--- src/rtl/bdl_dma_fetch_pkg.sv ---
// Shared definitions for the BDL DMA fetch/writeback initiator.
// Latency: n/a (types and constants only).
// Backpressure: n/a.
package bdl_dma_fetch_pkg;

    typedef enum logic [2:0] {
        S_IDLE = 3'd0,
        S_REQ  = 3'd1,
        S_RD   = 3'd2,
        S_WB   = 3'd3,
        S_BRD  = 3'd4,
        S_WR   = 3'd5,
        S_DONE = 3'd6
    } state_t;

    // Descriptor word indices inside the BDL
    localparam logic [2:0] BDL_FLAG = 3'd0;
    localparam logic [2:0] BDL_ADRH = 3'd1;
    localparam logic [2:0] BDL_ADRL = 3'd2;
    localparam logic [2:0] BDL_LEN  = 3'd3;
    localparam logic [2:0] BDL_ST1  = 3'd4;
    localparam logic [2:0] BDL_ST2  = 3'd5;

    // Flag bit positions in the address-high word
    localparam int FLAG_V = 15;
    localparam int FLAG_C = 14;

    // Written into the flag word on writeback: descriptor in use / used
    localparam logic [15:0] BDL_IN_USE = 16'hC000;

    // Writeback order 0 -> 5 -> 4 so that status-1 reaches memory last
    function automatic logic [2:0] wb_next_idx(input logic [2:0] idx);
        case (idx)
            BDL_FLAG: return BDL_ST2;
            BDL_ST2:  return BDL_ST1;
            default:  return BDL_FLAG;
        endcase
    endfunction

endpackage

--- src/rtl/bdl_dma_fetch_tmo.sv ---
// Memory-cycle watchdog: reloads on each strobe rise, pulses tmo_o on the last allowed cycle.
// Latency: combinational pulse in the TMO-th strobe cycle (rise cycle counts as the first).
// Backpressure: none; purely observes the strobe.
module bdl_dma_fetch_tmo #(
    parameter int TMO = 255,
    parameter int W   = 8
) (
    input  logic wb_clk_i,
    input  logic wb_rst_n,
    input  logic stb_i,
    output logic tmo_o
);
    logic         r_stb_d;
    logic [W-1:0] r_cnt;
    logic         w_rise;
    logic [W-1:0] w_rem;

    assign w_rise = stb_i & ~r_stb_d;
    assign w_rem  = w_rise ? W'(TMO - 1) : r_cnt;
    assign tmo_o  = stb_i & (w_rem == '0);

    // Remember the strobe for edge detection and count down while it is held
    always_ff @(posedge wb_clk_i or negedge wb_rst_n) begin
        if (!wb_rst_n) begin
            r_stb_d <= 1'b0;
            r_cnt   <= '0;
        end else begin
            r_stb_d <= stb_i;
            if (stb_i && (w_rem != '0)) begin
                r_cnt <= w_rem - W'(1);
            end
        end
    end

endmodule

--- src/rtl/bdl_dma_fetch.sv ---
// DMA initiator moving one 6-word descriptor memory->BDL, or status words BDL->memory (optional chain follow: BDL_CHAIN_EN).
// Latency: 1 cycle REQ + grant wait, then per word RD(until ack)+WB, or BRD(2)+WR(until ack); 1 DONE cycle.
// Backpressure: mem_stb_o held until mem_ack_i or watchdog expiry; start_i ignored while busy or in DONE.
module bdl_dma_fetch
    import bdl_dma_fetch_pkg::*;
#(
    parameter int NUM    = 6,
    parameter int AW     = 22,
    parameter int TMO    = 255,
    parameter int MAXCHN = 8
) (
    input  logic          wb_clk_i,
    input  logic          wb_rst_n,
    input  logic          start_i,
    input  logic          op_i,
    input  logic [AW-1:0] base_i,
    output logic          busy_o,
    output logic          done_o,
    output logic          err_o,
    output logic          valid_o,
    output logic          chn_o,
    output logic          dma_req_o,
    input  logic          dma_gnt_i,
    output logic [AW-1:0] mem_adr_o,
    output logic [15:0]   mem_dat_o,
    input  logic [15:0]   mem_dat_i,
    output logic          mem_we_o,
    output logic          mem_stb_o,
    input  logic          mem_ack_i,
    output logic [2:0]    bdl_adr_o,
    output logic [15:0]   bdl_dat_o,
    input  logic [15:0]   bdl_dat_i,
    output logic          bdl_we_o,
    output logic          bdl_stb_o
);
    localparam logic [2:0] LAST_IDX = 3'(NUM - 1);

    state_t        r_state;
    state_t        w_state_nxt;
    logic          r_op;
    logic [AW-1:0] r_base;
    logic [2:0]    r_idx;
    logic [15:0]   r_dat;
    logic          r_err;
    logic          r_valid;
    logic          r_chn;
    logic          r_brd2;
    logic          w_mem_phase;
    logic          w_tmo;
    logic          w_chain;
    logic          w_chain_err;
`ifdef BDL_CHAIN_EN
    logic [5:0]    r_w1lo;
    logic [3:0]    r_hops;
`endif

    assign w_mem_phase = (r_state == S_RD) || (r_state == S_WR);
    assign mem_stb_o   = w_mem_phase;
    assign mem_we_o    = (r_state == S_WR);
    assign mem_adr_o   = w_mem_phase ? (r_base + AW'({r_idx, 1'b0})) : '0;
    assign mem_dat_o   = (r_state == S_WR) ? r_dat : 16'h0000;
    assign bdl_adr_o   = bdl_stb_o ? r_idx : 3'd0;
    assign bdl_dat_o   = bdl_we_o ? r_dat : 16'h0000;
    assign err_o       = r_err;
    assign valid_o     = r_valid;
    assign chn_o       = r_chn;

    bdl_dma_fetch_tmo #(
        .TMO (TMO),
        .W   (8)
    ) u_tmo (
        .wb_clk_i (wb_clk_i),
        .wb_rst_n (wb_rst_n),
        .stb_i    (w_mem_phase),
        .tmo_o    (w_tmo)
    );

    // Next-state and per-state control outputs
    always_comb begin
        w_state_nxt = r_state;
        busy_o      = 1'b0;
        done_o      = 1'b0;
        dma_req_o   = 1'b0;
        bdl_stb_o   = 1'b0;
        bdl_we_o    = 1'b0;
        w_chain     = 1'b0;
        w_chain_err = 1'b0;
        case (r_state)
            S_IDLE: begin
                if (start_i) w_state_nxt = S_REQ;
            end
            S_REQ: begin
                busy_o    = 1'b1;
                dma_req_o = 1'b1;
                if (dma_gnt_i) w_state_nxt = r_op ? S_BRD : S_RD;
            end
            S_RD: begin
                busy_o    = 1'b1;
                dma_req_o = 1'b1;
                if (mem_ack_i)  w_state_nxt = S_WB;
                else if (w_tmo) w_state_nxt = S_DONE;
            end
            S_WB: begin
                busy_o    = 1'b1;
                dma_req_o = 1'b1;
                bdl_stb_o = 1'b1;
                bdl_we_o  = 1'b1;
                if ((r_idx == BDL_ADRH) && !r_dat[FLAG_V]) begin
                    w_state_nxt = S_DONE;
                end else if ((r_idx == BDL_ADRL) && r_chn) begin
`ifdef BDL_CHAIN_EN
                    if (r_hops == 4'(MAXCHN)) begin
                        w_chain_err = 1'b1;
                        w_state_nxt = S_DONE;
                    end else begin
                        w_chain     = 1'b1;
                        w_state_nxt = S_RD;
                    end
`else
                    // Chain left to firmware: stop once the link words are in the BDL
                    w_state_nxt = S_DONE;
`endif
                end else if (r_idx == LAST_IDX) begin
                    w_state_nxt = S_DONE;
                end else begin
                    w_state_nxt = S_RD;
                end
            end
            S_BRD: begin
                busy_o    = 1'b1;
                dma_req_o = 1'b1;
                bdl_stb_o = 1'b1;
                if (r_brd2) w_state_nxt = S_WR;
            end
            S_WR: begin
                busy_o    = 1'b1;
                dma_req_o = 1'b1;
                if (mem_ack_i)  w_state_nxt = (r_idx == BDL_ST1) ? S_DONE : S_BRD;
                else if (w_tmo) w_state_nxt = S_DONE;
            end
            S_DONE: begin
                done_o      = 1'b1;
                w_state_nxt = S_IDLE;
            end
            default: w_state_nxt = S_IDLE;
        endcase
    end

    // State register plus word index, data latch and status flags
    always_ff @(posedge wb_clk_i or negedge wb_rst_n) begin
        if (!wb_rst_n) begin
            r_state <= S_IDLE;
            r_op    <= 1'b0;
            r_base  <= '0;
            r_idx   <= 3'd0;
            r_dat   <= 16'h0000;
            r_err   <= 1'b0;
            r_valid <= 1'b0;
            r_chn   <= 1'b0;
            r_brd2  <= 1'b0;
`ifdef BDL_CHAIN_EN
            r_w1lo  <= 6'd0;
            r_hops  <= 4'd0;
`endif
        end else begin
            r_state <= w_state_nxt;
            case (r_state)
                S_IDLE: begin
                    if (start_i) begin
                        r_op    <= op_i;
                        r_base  <= {base_i[AW-1:1], 1'b0};
                        r_idx   <= 3'd0;
                        r_err   <= 1'b0;
                        r_valid <= 1'b0;
                        r_chn   <= 1'b0;
                        r_brd2  <= 1'b0;
`ifdef BDL_CHAIN_EN
                        r_hops  <= 4'd0;
`endif
                    end
                end
                S_RD: begin
                    if (mem_ack_i)  r_dat <= mem_dat_i;
                    else if (w_tmo) r_err <= 1'b1;
                end
                S_WB: begin
                    if (r_idx == BDL_ADRH) begin
                        r_valid <= r_dat[FLAG_V];
                        r_chn   <= r_dat[FLAG_C];
`ifdef BDL_CHAIN_EN
                        r_w1lo  <= r_dat[5:0];
`endif
                    end
                    if (w_chain) begin
`ifdef BDL_CHAIN_EN
                        r_base <= AW'({r_w1lo, r_dat[15:1], 1'b0});
                        r_hops <= r_hops + 4'd1;
`endif
                        r_idx  <= 3'd0;
                    end else if (w_state_nxt == S_RD) begin
                        r_idx <= r_idx + 3'd1;
                    end
                    if (w_chain_err) r_err <= 1'b1;
                end
                S_BRD: begin
                    r_brd2 <= ~r_brd2;
                    // Second read cycle: regf output is settled even if registered
                    if (r_brd2) begin
                        r_dat <= (r_idx == BDL_FLAG) ? (bdl_dat_i | BDL_IN_USE) : bdl_dat_i;
                    end
                end
                S_WR: begin
                    if (mem_ack_i)  r_idx <= wb_next_idx(r_idx);
                    else if (w_tmo) r_err <= 1'b1;
                end
                default: ;
            endcase
        end
    end

endmodule
--- config.mk ---
export PLATFORM = sky130hd
export DESIGN_NAME = bdl_dma_fetch
export DESIGN_NICKNAME = d
export VERILOG_FILES = /design/src/rtl/bdl_dma_fetch_pkg.sv /design/src/rtl/bdl_dma_fetch_tmo.sv /design/src/rtl/bdl_dma_fetch.sv
export SDC_FILE = /design/constraint.sdc
export NUM_CORES = 1
export LEC_CHECK = 0
export CORE_MARGIN = 1.5
export CORE_UTILIZATION = 40
export CTS_BUF_LIST = sky130_fd_sc_hd__clkbuf_2
export CTS_CLUSTER_DIAMETER = 200
export CTS_CLUSTER_SIZE = 30
export DETAILED_ROUTE_END_ITERATION = 8
export PLACE_DENSITY_LB_ADDON = 0.25
export REMOVE_ABC_BUFFERS = 1
export SLEW_MARGIN = 5
export SYNTH_ARGS = -nofsm -noshare
export SYNTH_HDL_FRONTEND = slang
export SYNTH_HIERARCHICAL = 1
export SYNTH_SLANG_ARGS = --single-unit
--- constraint.sdc ---
create_clock -name wb_clk_i -period 3.05 [get_ports wb_clk_i]
set_input_delay 0.7625 -clock wb_clk_i [delete_from_list [all_inputs] [get_ports wb_clk_i]]
set_output_delay 0.7625 -clock wb_clk_i [all_outputs]
set_load 0.01 [all_outputs]
==> out/qor.txt, run 1 <==
Area contributors post-synth: dfrtp_1 (40%), mux2_2 (7.9%), and2_1 (6.5%)
Dpl ws: -0.346 ns
Status: finished, violations left
Worst hold path type: primary input to async pin
Final net count: 608
Synth Area per Inst: 9.37 µm²
Sw Pwr: 1910 µW
CP Capture Type: primary output
CP Data Required Time: 2.29 ns
Share of layout cells above drive strength 1: 0.274
Critical Path Source Type: flop
Min cycle time layout: 3.30 ns
Tot GR Track Use: 0.222
Yosys reg bits: 57
DR iter-0 viols: 169
Die ar.: 9430 µm²
Asr flop ratio synth: 1.00
Most common cell after layout, fill and taps aside: clkdlybuf4s50_1
Internal power: 2760 µW
Die Ht: 97.1 µm
Synth warn: 6
Top cell type's share of synthesized area: 0.403
TritonCTS Buffers: 9
Count of final setup violators: 14
Clk sinks: 57
Finished Core Util: 0.640
1st-pass router iterations: 4
Compound-cell area share of the yosys netlist: 0.137
Clock Skew: 0.0233 ns
Clk slew on worst S/H paths: 0.18 ns
Slew headroom: 0.584
Routability cong.: 0.855
Final Non-Filler Cells: 652
Worst Slack Setup Final: -0.246 ns
Synth Area in XOR/XNOR: 0.0173
DRC Markers: 0
Initial Util: 0.410
Dpl cells: 620
Max Slew Vio Count: 0
Commonest cells after routing, fill and taps aside: clkdlybuf4s50_1 (68), dfrtp_1 (57), and2_1 (37)
Critical path class: flop to primary output
Clk Latency, worst-skew pair: 0.47 ns
HPWL reported at the end of detailed placement: 7040 µm
Worst hold margin: 0.172 ns
Internal reg-to-reg setup slack: 0.15 ns
Largest net degree at the start of global routing: 28
Hold-fix buffers, CTS: 0
Main combinational cell family by area after synthesis: simple AND/OR/NAND/NOR gates
Worst flop-to-flop path endpoint: r_state[0]$_DFF_PN0_
Post-synthesis sequential area ratio: 0.403
Post-synthesis mux area share: 0.130
Number of antenna violations at the first check in global routing: 0
Worst-Margin Slew: 0.624 ns
Setup repair after global routing missed its margin: yes
CTS Root Cell: clkbuf_2
Cell area after synthesis: 3540 µm²
EDFF count, synth: 0
Logic pwr share: 0.563
Post-synthesis simple-gate area fraction: 0.236
First-pass GRT wire length: 17200 µm
Post-Synth Adder-Cell Area: 0.0339
# IOs: 127
Leak pwr: 0.00264 µW
Fin crit share: 1.08
Synth Instances: 378
Max Clock Freq: 303 MHz
Vias/cell: 5.40
DRT Wirelength: 10500 µm
Pwr dens: 846 nW/µm²
Worst R2R Path Depth: 11
Crit path DAT: 2.53 ns
Max rail drop VDD: 0.334 mV
Wire per inst: 16.0 µm
RR Startpoint: r_state[2]$_DFF_PN0_
Failing checks: setup timing
GRT overflow: 0
Post-DRT Antenna Nets: 0
Antenna cells: 0
Post-synth top area cell: dfrtp_1
CP Max Fanout: 4
# Max-Cap Violations: 0
Switching Fraction: 0.409
CTS tree: built
Clk buf depth: 2
Area Overhead vs Synth: 56.0%
I/O Buffers: 124
Vias: 3523
Core area: 8640 µm²
Rows: 34
Final Hold Viols: 0
CTS H-tree depth: 3
Synth cell types: 57
Main flop type after synthesis: dfrtp_1
Sequential fraction of design power: 0.298
Vias in the first global route: 3484
Clock power frac: 0.139
Die Width: 97.1 µm
-- synth_stat cells, types with 2 or more instances --
library cell and instances:
a211oi_1 3, a21oi_1 29, a221oi_1 2, a22o_1 2, a2bb2oi_1 2, a31oi_1 4
and2_1 37, and3_1 2, and4_1 2, buf_2 6, buf_4 2, clkbuf_1 12
dfrtp_1 57, ha_1 8, inv_1 14, mux2_2 25, mux2i_1 18, nand2_1 17
nand2b_1 4, nand3_1 7, nand3b_1 5, nand4_1 2, nand4b_1 2, nor2_1 36
nor2b_1 7, nor3_1 7, nor3b_1 2, o2111ai_1 2, o21ai_0 13, o221ai_1 2
o31ai_1 5, or3_1 7, or4_1 6, xnor2_1 2, xor2_1 5
-- per-stage QoR --
stage	cell area (µm²)	total power, µW	setup TNS, ns
6_report	5520	4680	-1.95
3_5_place_dp	5070	3870	-1.78
4_1_cts	5340	4550	-2.61
5_1_grt	5520	5030	-3.62
3_3_place_gp	5070	3800	-1.43
2_1_floorplan	3450	2690	-3.60
-- metal layers --
layer / global-route usage / routed length, µm
met1: 0.294 / 4430
met2: 0.369 / 5250
met3: 0.0446 / 659
met4: 0.0635 / 112
met5: 0 / 0
-- sequential cells by signal, summed over array words and instances, names as in the netlist --
name / count
u_tmo/r_stb_d: 1
valid_o: 1
r_brd2: 1
u_tmo/r_cnt: 8
r_state: 3
r_idx: 3
r_base: 21
chn_o: 1
r_dat: 16
r_op: 1
err_o: 1
-- power groups by stage --
stage	logic (µW)	clock network, µW	registers, µW
4_1_cts	2530	666	1360
6_report	2630	649	1390
5_1_grt	2890	700	1440
3_5_place_dp	2510	0	1370
3_3_place_gp	2440	0	1360
2_1_floorplan	1330	0	1360
-- critical path, cell delays in order (launching register included) --
cell and delay (ns):
dfrtp_1 0.45, inv_1 0.11, fa_2 0.42, nor2b_4 0.17, o2111ai_4 0.17, buf_6 0.17
or3_1 0.30, a21oi_1 0.14, buf_2 0.14
-- cells by family after synthesis --
group                      Yosys count
buffers and inverters               35
DFF                                 57
and+or+nand+nor                    150
xor gates and xnor gates             7
adders and majority gates            9
other                                1
muxes                               43
AOI/OAI and AO/OA                   76
-- repair_timing --
item,in CTS,in global routing
setup buffers,9,6
pin swaps,7,20
resized for setup,88,77
endpoints found under the setup margin,60,50
gates cloned,2,0
-- final cells by class --
| type | instances | area [µm²] |
|---|---|---|
| fill | 713 | 3110 |
| multi-input combinational | 286 | 2180 |
| timing repair buffer | 169 | 1550 |
| sequential | 57 | 1430 |
| tap | 108 | 135 |
| clock inverter | 6 | 106 |
| inverter | 14 | 60.1 |
| clock buffer | 10 | 50.0 |
| timing repair inverter | 2 | 15.0 |
-- worst max-delay path by stage --
stage                                startpoint            end  slack, ns
after floorplan            r_state[2]$_DFF_PN0_   bdl_adr_o[2]      -0.67
after global placement    r_base[1]$_DFFE_PN0P_  mem_adr_o[21]      -0.29
after detailed placement  r_base[1]$_DFFE_PN0P_  mem_adr_o[15]      -0.35
after CTS                 r_base[1]$_DFFE_PN0P_  mem_adr_o[15]      -0.30
after global routing       r_idx[0]$_DFFE_PN0P_  mem_adr_o[17]      -0.38
final                     r_base[2]$_DFFE_PN0P_  mem_adr_o[19]      -0.25
Note: power is estimated with default switching activity, not from simulation.
==> run 2, diff against run 1 <==
--- a/config.mk
+++ b/config.mk
@@ -13,6 +13,7 @@
 export DETAILED_ROUTE_END_ITERATION = 8
 export PLACE_DENSITY_LB_ADDON = 0.25
 export REMOVE_ABC_BUFFERS = 1
+export SETUP_SLACK_MARGIN = 0.4
 export SLEW_MARGIN = 5
 export SYNTH_ARGS = -nofsm -noshare
 export SYNTH_HDL_FRONTEND = slang
==> run 2 against run 1 <==
Net effect:
- the run still ends with setup timing left
- maximum frequency about the same
- worst hold slack worse by 0.036 ns
- clock power up 3.4%
- final area up 15%
- clock skew up 0.021 ns
- combinational power up 40%
- worst setup slack worse by 0.0010 ns
- routed wire length up 30%
- sequential share of layout area down 3.3 points
- clock-buffer cell count unchanged
- critical path type unchanged
==> out/qor.txt, run 2 (synthesis gave the netlist of run 1 again) <==
Status: finished, violations left
Failing checks: setup timing
Max Slew Vio Count: 0 (unchanged)
HPWL reported at the end of detailed placement: 7040 µm (unchanged)
Wire per inst: 19.3 µm (+20%)
Antenna cells: 0 (unchanged)
DRT Wirelength: 13600 µm (+30%)
CP cell instances: ha_4, inv_2, fa_2, nor2b_4, o2111ai_4, buf_6, or3_1, a21oi_1, buf_2
Largest regs: r_base x21, r_dat x16, u_tmo/r_cnt x8
Final Cell Area: 6350 µm² (+15%)
Commonest cells after routing, fill and taps aside: buf_6 (94), clkdlybuf4s50_1 (60), dfrtp_1 (57)
# IOs: 127 (unchanged)
1st-pass router iterations: 5 (+1)
Most common cell after layout, fill and taps aside: buf_6
Max Clock Freq: 303 MHz (about the same)
Clk buf depth: 2 (unchanged)
First-pass GRT wire length: 19600 µm (+14%)
Routability cong.: 0.855 (unchanged)
Vias/cell: 5.60 (+3.6%)
Filler cells: 566 (-21%)
Worst path max stage delay: 0.43 ns (-0.02 ns)
# Max-Cap Violations: 0 (unchanged)
RR Startpoint: r_state[2]$_DFF_PN0_
GRT overflow: 0 (unchanged)
DR iter-0 viols: 185 (+9.5%)
Number of antenna violations at the first check in global routing: 0 (unchanged)
Worst hold path type: primary input to async pin
Die ar.: 9430 µm² (unchanged)
Slowest cell on the critical path: dfrtp_1
Clock Skew: 0.0441 ns (+0.0209 ns)
Core area: 8640 µm² (unchanged)
Area Overhead vs Synth: 79.2%
Final net count: 661 (+8.7%)
Area after DPL: 5070 µm² (unchanged)
CTS Root Cell: clkbuf_2
Max reg flops: 21 (unchanged)
Buf/Inv on CP: 3 (unchanged)
Die Width: 97.1 µm (unchanged)
Min cycle time layout: 3.30 ns (+0.00101 ns)
Worst flop-to-flop path endpoint: r_state[1]$_DFF_PN0_
Final Hold Viols: 0 (unchanged)
Slew headroom: 0.476 (-0.107)
Rows: 34 (unchanged)
Die Ht: 97.1 µm (unchanged)
Fin crit share: 1.08 (about the same)
Worst-Margin Slew: 0.779 ns (+0.155 ns)
Post-DRT Antenna Nets: 0 (unchanged)
Hold-fix buffers, CTS: 0 (unchanged)
DRC Markers: 0 (unchanged)
CTS tree: built
Crit path DAT: 2.53 ns (about the same)
Largest Register: r_base
TritonCTS Buffers: 9 (unchanged)
Worst Slack Setup Final: -0.247 ns (-0.00101 ns)
Worst hold margin: 0.136 ns (-0.0360 ns)
CTS H-tree depth: 3 (unchanged)
Setup repair after global routing missed its margin: yes
Pwr dens: 911 nW/µm² (+7.6%)
Critical Path Source Type: flop
Count of final setup violators: 38 (+24)
Worst R2R Path Depth: 16 (+5)
Clk Latency, worst-skew pair: 0.51 ns (+0.04 ns)
Critical path class: flop to primary output
Vias: 3945 (+12%)
Largest net degree at the start of global routing: 28 (unchanged)
Max rail drop VDD: 0.438 mV (+31%)
CP Max Fanout: 4 (unchanged)
Vias in the first global route: 3917 (+12%)
CP Capture Type: primary output
Share of layout cells above drive strength 1: 0.497 (+0.224)
I/O Buffers: 124 (unchanged)
CP Data Required Time: 2.29 ns (about the same)
CP top delay family: adder cells
Leak pwr: 0.00270 µW (+2.0%)
Tot GR Track Use: 0.257 (+0.0349)
Internal reg-to-reg setup slack: -0.16 ns (-0.31 ns)
Initial Util: 0.410 (unchanged)
Clk sinks: 57 (unchanged)
Clk slew on worst S/H paths: 0.22 ns (+0.04 ns)
[run 2: cell types whose count changed in the layout (fill, tap and decap cells not counted), sizes merged]
cell,previous run,this run
buf,61,160
clkbuf,15,11
clkdlybuf4s15,0,1
clkdlybuf4s50,68,60
dlygate4sd2,13,0
dlymetal6s2s,22,0
[run 2: worst reg2reg max path, stage by stage, from the launching register on]
cell and delay, ns:
dfrtp_1 0.46, buf_6 0.14, buf_6 0.10, buf_6 0.10
nand3b_1 0.12, buf_4 0.14, and2_4 0.17, inv_6 0.05
nor2b_4 0.14, nor2_2 0.11, ha_2 0.21, or4b_4 0.50
nor2_4 0.14, and3_4 0.21, nor2b_4 0.17, a31oi_1 0.08
o22ai_1 0.28
[run 2: worst max-delay path by stage]
stage | to | from | cells past startpoint | slack [ns]
2_1_floorplan | bdl_adr_o[2] | r_state[2]$_DFF_PN0_ | 3 | -0.67
3_3_place_gp | mem_adr_o[21] | r_base[1]$_DFFE_PN0P_ | 8 | -0.29
3_5_place_dp | mem_adr_o[15] | r_base[1]$_DFFE_PN0P_ | 9 | -0.35
4_1_cts | mem_adr_o[15] | r_base[1]$_DFFE_PN0P_ | 9 | -0.30
5_1_grt | mem_adr_o[19] | r_idx[0]$_DFFE_PN0P_ | 9 | -0.35
6_report | mem_adr_o[19] | r_idx[0]$_DFFE_PN0P_ | 9 | -0.25
[run 2: metrics by stage]
step	cells	utilization	setup slack [ns]	TNS, ns	power [µW]
after floorplan	357	-	-0.670	-3.60	2690
after global placement	620	0.587	-0.289	-1.43	3800
after detailed placement	620	0.587	-0.346	-1.78	3870
after CTS	683	0.682	-0.299	-2.50	5150
after global routing	705	0.735	-0.350	-7.16	6110
final	705	0.735	-0.247	-4.14	5780
[run 2: area by class of cell]
cell class	instances	area [µm²]	share of cell area
clock buffers	10	50.0	0.00788
clock inverters	6	106	0.0168
inverters	14	65.1	0.0103
multi-input cells	286	2400	0.377
flip-flops and latches	57	1430	0.225
well taps	108	135	0.0213
repair buffers	222	2150	0.339
repair inverters	2	15.0	0.00237
[run 2: where the power goes]
part | internal, µW | total [µW] | switching, µW
Combinational | 2000 | 3670 | 1670
Sequential | 1080 | 1440 | 363
Clock | 354 | 671 | 317
Total | 3430 | 5780 | 2350
[run 2: routing by layer]
| layer | vias to the layer above | global-route usage | part of all wire |
|---|---|---|---|
| met4 | 0 | 0.0936 | 0.027 |
| met1 | 1936 | 0.329 | 0.40 |
| met5 | - | 0 | 0 |
| met2 | 201 | 0.435 | 0.52 |
| met3 | 33 | 0.0460 | 0.060 |
| li1 | 1775 | - | - |
[run 2: timing repair]
| item | CTS | global route |
|---|---|---|
| cloned | 3 | 1 |
| endpoints found under the hold margin | 0 | 0 |
| resized for setup | 385 | 82 |
| setup buffers | 44 | 21 |
| endpoints found under the setup margin | 68 | 69 |
| pin swaps | 27 | 35 |
==> run 3, diff against run 2 <==
--- a/config.mk
+++ b/config.mk
@@ -5,7 +5,6 @@
 export SDC_FILE = /design/constraint.sdc
 export NUM_CORES = 1
 export LEC_CHECK = 0
-export CORE_MARGIN = 1.5
 export CORE_UTILIZATION = 40
 export CTS_BUF_LIST = sky130_fd_sc_hd__clkbuf_2
 export CTS_CLUSTER_DIAMETER = 200
==> run 3 against run 2 <==
Net effect:
- the run still ends with setup timing left
- maximum frequency shrank 3.3%
- power shrank 3.6%
- worst setup slack lost 0.11 ns
- sequential power is essentially flat
- final cell count shrank 0.85%
- clock power shrank 27%
- first-iteration DRC count grew 14%
- sequential share of layout area grew 0.25 points
- final area shrank 1.1%
- sequential cell count is the same
- worst hold slack gained 0.015 ns
- critical endpoint unchanged
- largest cell class unchanged
==> out/qor.txt, run 3 (synthesis gave the netlist of run 1 again) <==
I/O Buffers: 124 (unchanged)
Setup repair after global routing missed its margin: yes
Min cycle time layout: 3.41 ns (+0.113 ns)
Vias/cell: 5.60 (about the same)
Clk sinks: 57 (unchanged)
Status: finished, violations left
Rows: 33 (-2.9%)
DRC Markers: 0 (unchanged)
Fin crit share: 1.12 (+0.0372)
First-pass GRT wire length: 18800 µm (-4.2%)
Worst hold path type: primary input to async pin
Die Ht: 96.1 µm (-1.0%)
Dpl ws: -0.380 ns (-0.0343 ns)
CP most frequent cell: buf_6
Final net count: 658 (-0.45%)
Routability cong.: 0.848 (-0.84%)
Post-DRT Antenna Nets: 0 (unchanged)
CP Max Fanout: 4 (unchanged)
1st-pass router iterations: 5 (unchanged)
Die ar.: 9240 µm² (-2.0%)
RR Startpoint: r_state[2]$_DFF_PN0_
Worst path max stage delay: 0.43 ns (about the same)
Commonest cells after routing, fill and taps aside: buf_6 (79), clkdlybuf4s50_1 (60), dfrtp_1 (57)
Clk slew on worst S/H paths: 0.18 ns (-0.04 ns)
Max Clock Freq: 293 MHz (-3.3%)
Worst-Margin Slew: 0.710 ns (-0.0695 ns)
Crit path launch: r_base[1]$_DFFE_PN0P_
Tot GR Track Use: 0.268 (+0.0108)
CTS Root Cell: clkbuf_2
CTS H-tree depth: 3 (unchanged)
Filler cells: 541 (-4.4%)
Largest regs: r_base x21, r_dat x16, u_tmo/r_cnt x8
Largest Register: r_base
Most common cell after layout, fill and taps aside: buf_6
Slew headroom: 0.523 (+0.0467)
Crit path DAT: 2.65 ns (+0.12 ns)
Max rail drop VDD: 0.443 mV (+1.1%)
CTS tree: built
GRT overflow: 0 (unchanged)
Worst Slack Setup Final: -0.361 ns (-0.113 ns)
DRT Wirelength: 13600 µm (-0.11%)
Pwr dens: 887 nW/µm² (-2.6%)
Max Slew Vio Count: 0 (unchanged)
Area Overhead vs Synth: 77.3%
Finished Core Util: 0.749 (+0.0141)
DR iter-0 viols: 211 (+14%)
CP top delay family: adder cells
HPWL reported at the end of detailed placement: 7360 µm (+4.5%)
Failing checks: setup timing
Initial Util: 0.423 (+0.0124)
Clk buf depth: 2 (unchanged)
Clock Skew: 0.0206 ns (-0.0236 ns)
CP cell instances: ha_4, inv_2, fa_2, nor2b_4, o2111ai_4, buf_6, buf_6, or3_1, a21oi_1, buf_2
CP Data Required Time: 2.29 ns (about the same)
Die Width: 96.1 µm (-1.0%)
CP Capture Type: primary output
Internal reg-to-reg setup slack: 0.03 ns (+0.19 ns)
Count of final setup violators: 15 (-61%)
Antenna cells: 0 (unchanged)
Critical path class: flop to primary output
Final Hold Viols: 0 (unchanged)
Max reg flops: 21 (unchanged)
TritonCTS Buffers: 9 (unchanged)
Slowest cell on the critical path: dfrtp_1
# Max-Cap Violations: 0 (unchanged)
Vias in the first global route: 3836 (-2.1%)
Largest net degree at the start of global routing: 25 (-11%)
Share of layout cells above drive strength 1: 0.490 (-0.00759)
Wire per inst: 19.5 µm (+0.75%)
Number of antenna violations at the first check in global routing: 0 (unchanged)
Buf/Inv on CP: 4 (+1)
Critical Path Source Type: flop
Core area: 8380 µm² (-2.9%)
Clk Latency, worst-skew pair: 0.51 ns (about the same)
Vias: 3911 (-0.86%)
# IOs: 127 (unchanged)
Leak pwr: 0.00268 µW (-0.71%)
## run 3: cell count changes in the layout (fill, tap and decap cells not counted), sizes merged
cell           change
buf                -3
clkbuf             +3
bufinv             -2
clkdlybuf4s15      -1
inv                +1
clkinvlp           -2
clkinv             +1
## run 3: cell type report
class                           instances  area (µm²)  share of cell area
Inverter                               14        58.8             0.00937
Timing Repair Buffer                  220        2190               0.348
Timing Repair inverter                  1        7.51             0.00120
Clock inverter                          5        46.3             0.00737
Sequential cell                        57        1430               0.227
Multi-Input combinational cell        286        2370               0.377
Tap cell                              105         131              0.0209
Clock buffer                           11        55.1             0.00877
## run 3: worst paths after layout
path | cells after the start | to
worst max-delay path | 10 | mem_adr_o[19]
worst min-delay path | 1 | r_base[13]$_DFFE_PN0P_
worst max register to register | 13 | r_state[1]$_DFF_PN0_
worst min register to register | 1 | valid_o$_DFFE_PN0P_
max in group asynchronous | 2 | r_dat[13]$_DFFE_PN0P_
min in group wb_clk_i | 1 | valid_o$_DFFE_PN0P_
## run 3: timing repair
action,4_1_cts,5_1_grt
resized for setup,313,135
pin swaps,32,24
buffers inserted,44,16
gates cloned,2,2
endpoints found under the setup margin,69,73
hold buffers,0,0
## run 3: worst reg2reg max path: stages, from the launching register on
cell and delay, ns:
dfrtp_1 0.48, or3b_4 0.41, and2_4 0.17, inv_4 0.06, buf_4 0.11, nand2b_1 0.11
nand2_1 0.12, ha_2 0.19, or4b_4 0.49, nor2_4 0.14, and3_4 0.22, nor2b_4 0.22
a31oi_4 0.04, o22ai_1 0.19
## run 3: per-layer routing
metal / GRT usage / wire length, µm
met1: 0.318 / 5180
met2: 0.469 / 6900
met3: 0.0790 / 1120
met4: 0.0709 / 401
met5: 0 / 0
## run 3: report_power, final
group / internal (µW) / switching [µW] / total [µW]
sequential: 1080 / 362 / 1440
combinational: 1970 / 1670 / 3640
clock: 187 / 303 / 490
total: 3240 / 2330 / 5570
## run 3: through the flow
stage | hold slack [ns] | total power, µW | TNS (ns) | instances | cell area, µm²
2_1_floorplan | 0.467 | 2690 | -3.60 | 357 | 3450
3_3_place_gp | 0.503 | 3840 | -1.37 | 619 | 5080
3_5_place_dp | 0.506 | 3910 | -1.76 | 619 | 5080
4_1_cts | 0.162 | 4840 | -3.10 | 681 | 5710
5_1_grt | 0.152 | 5850 | -5.03 | 699 | 6280
6_report | 0.150 | 5570 | -3.38 | 699 | 6280
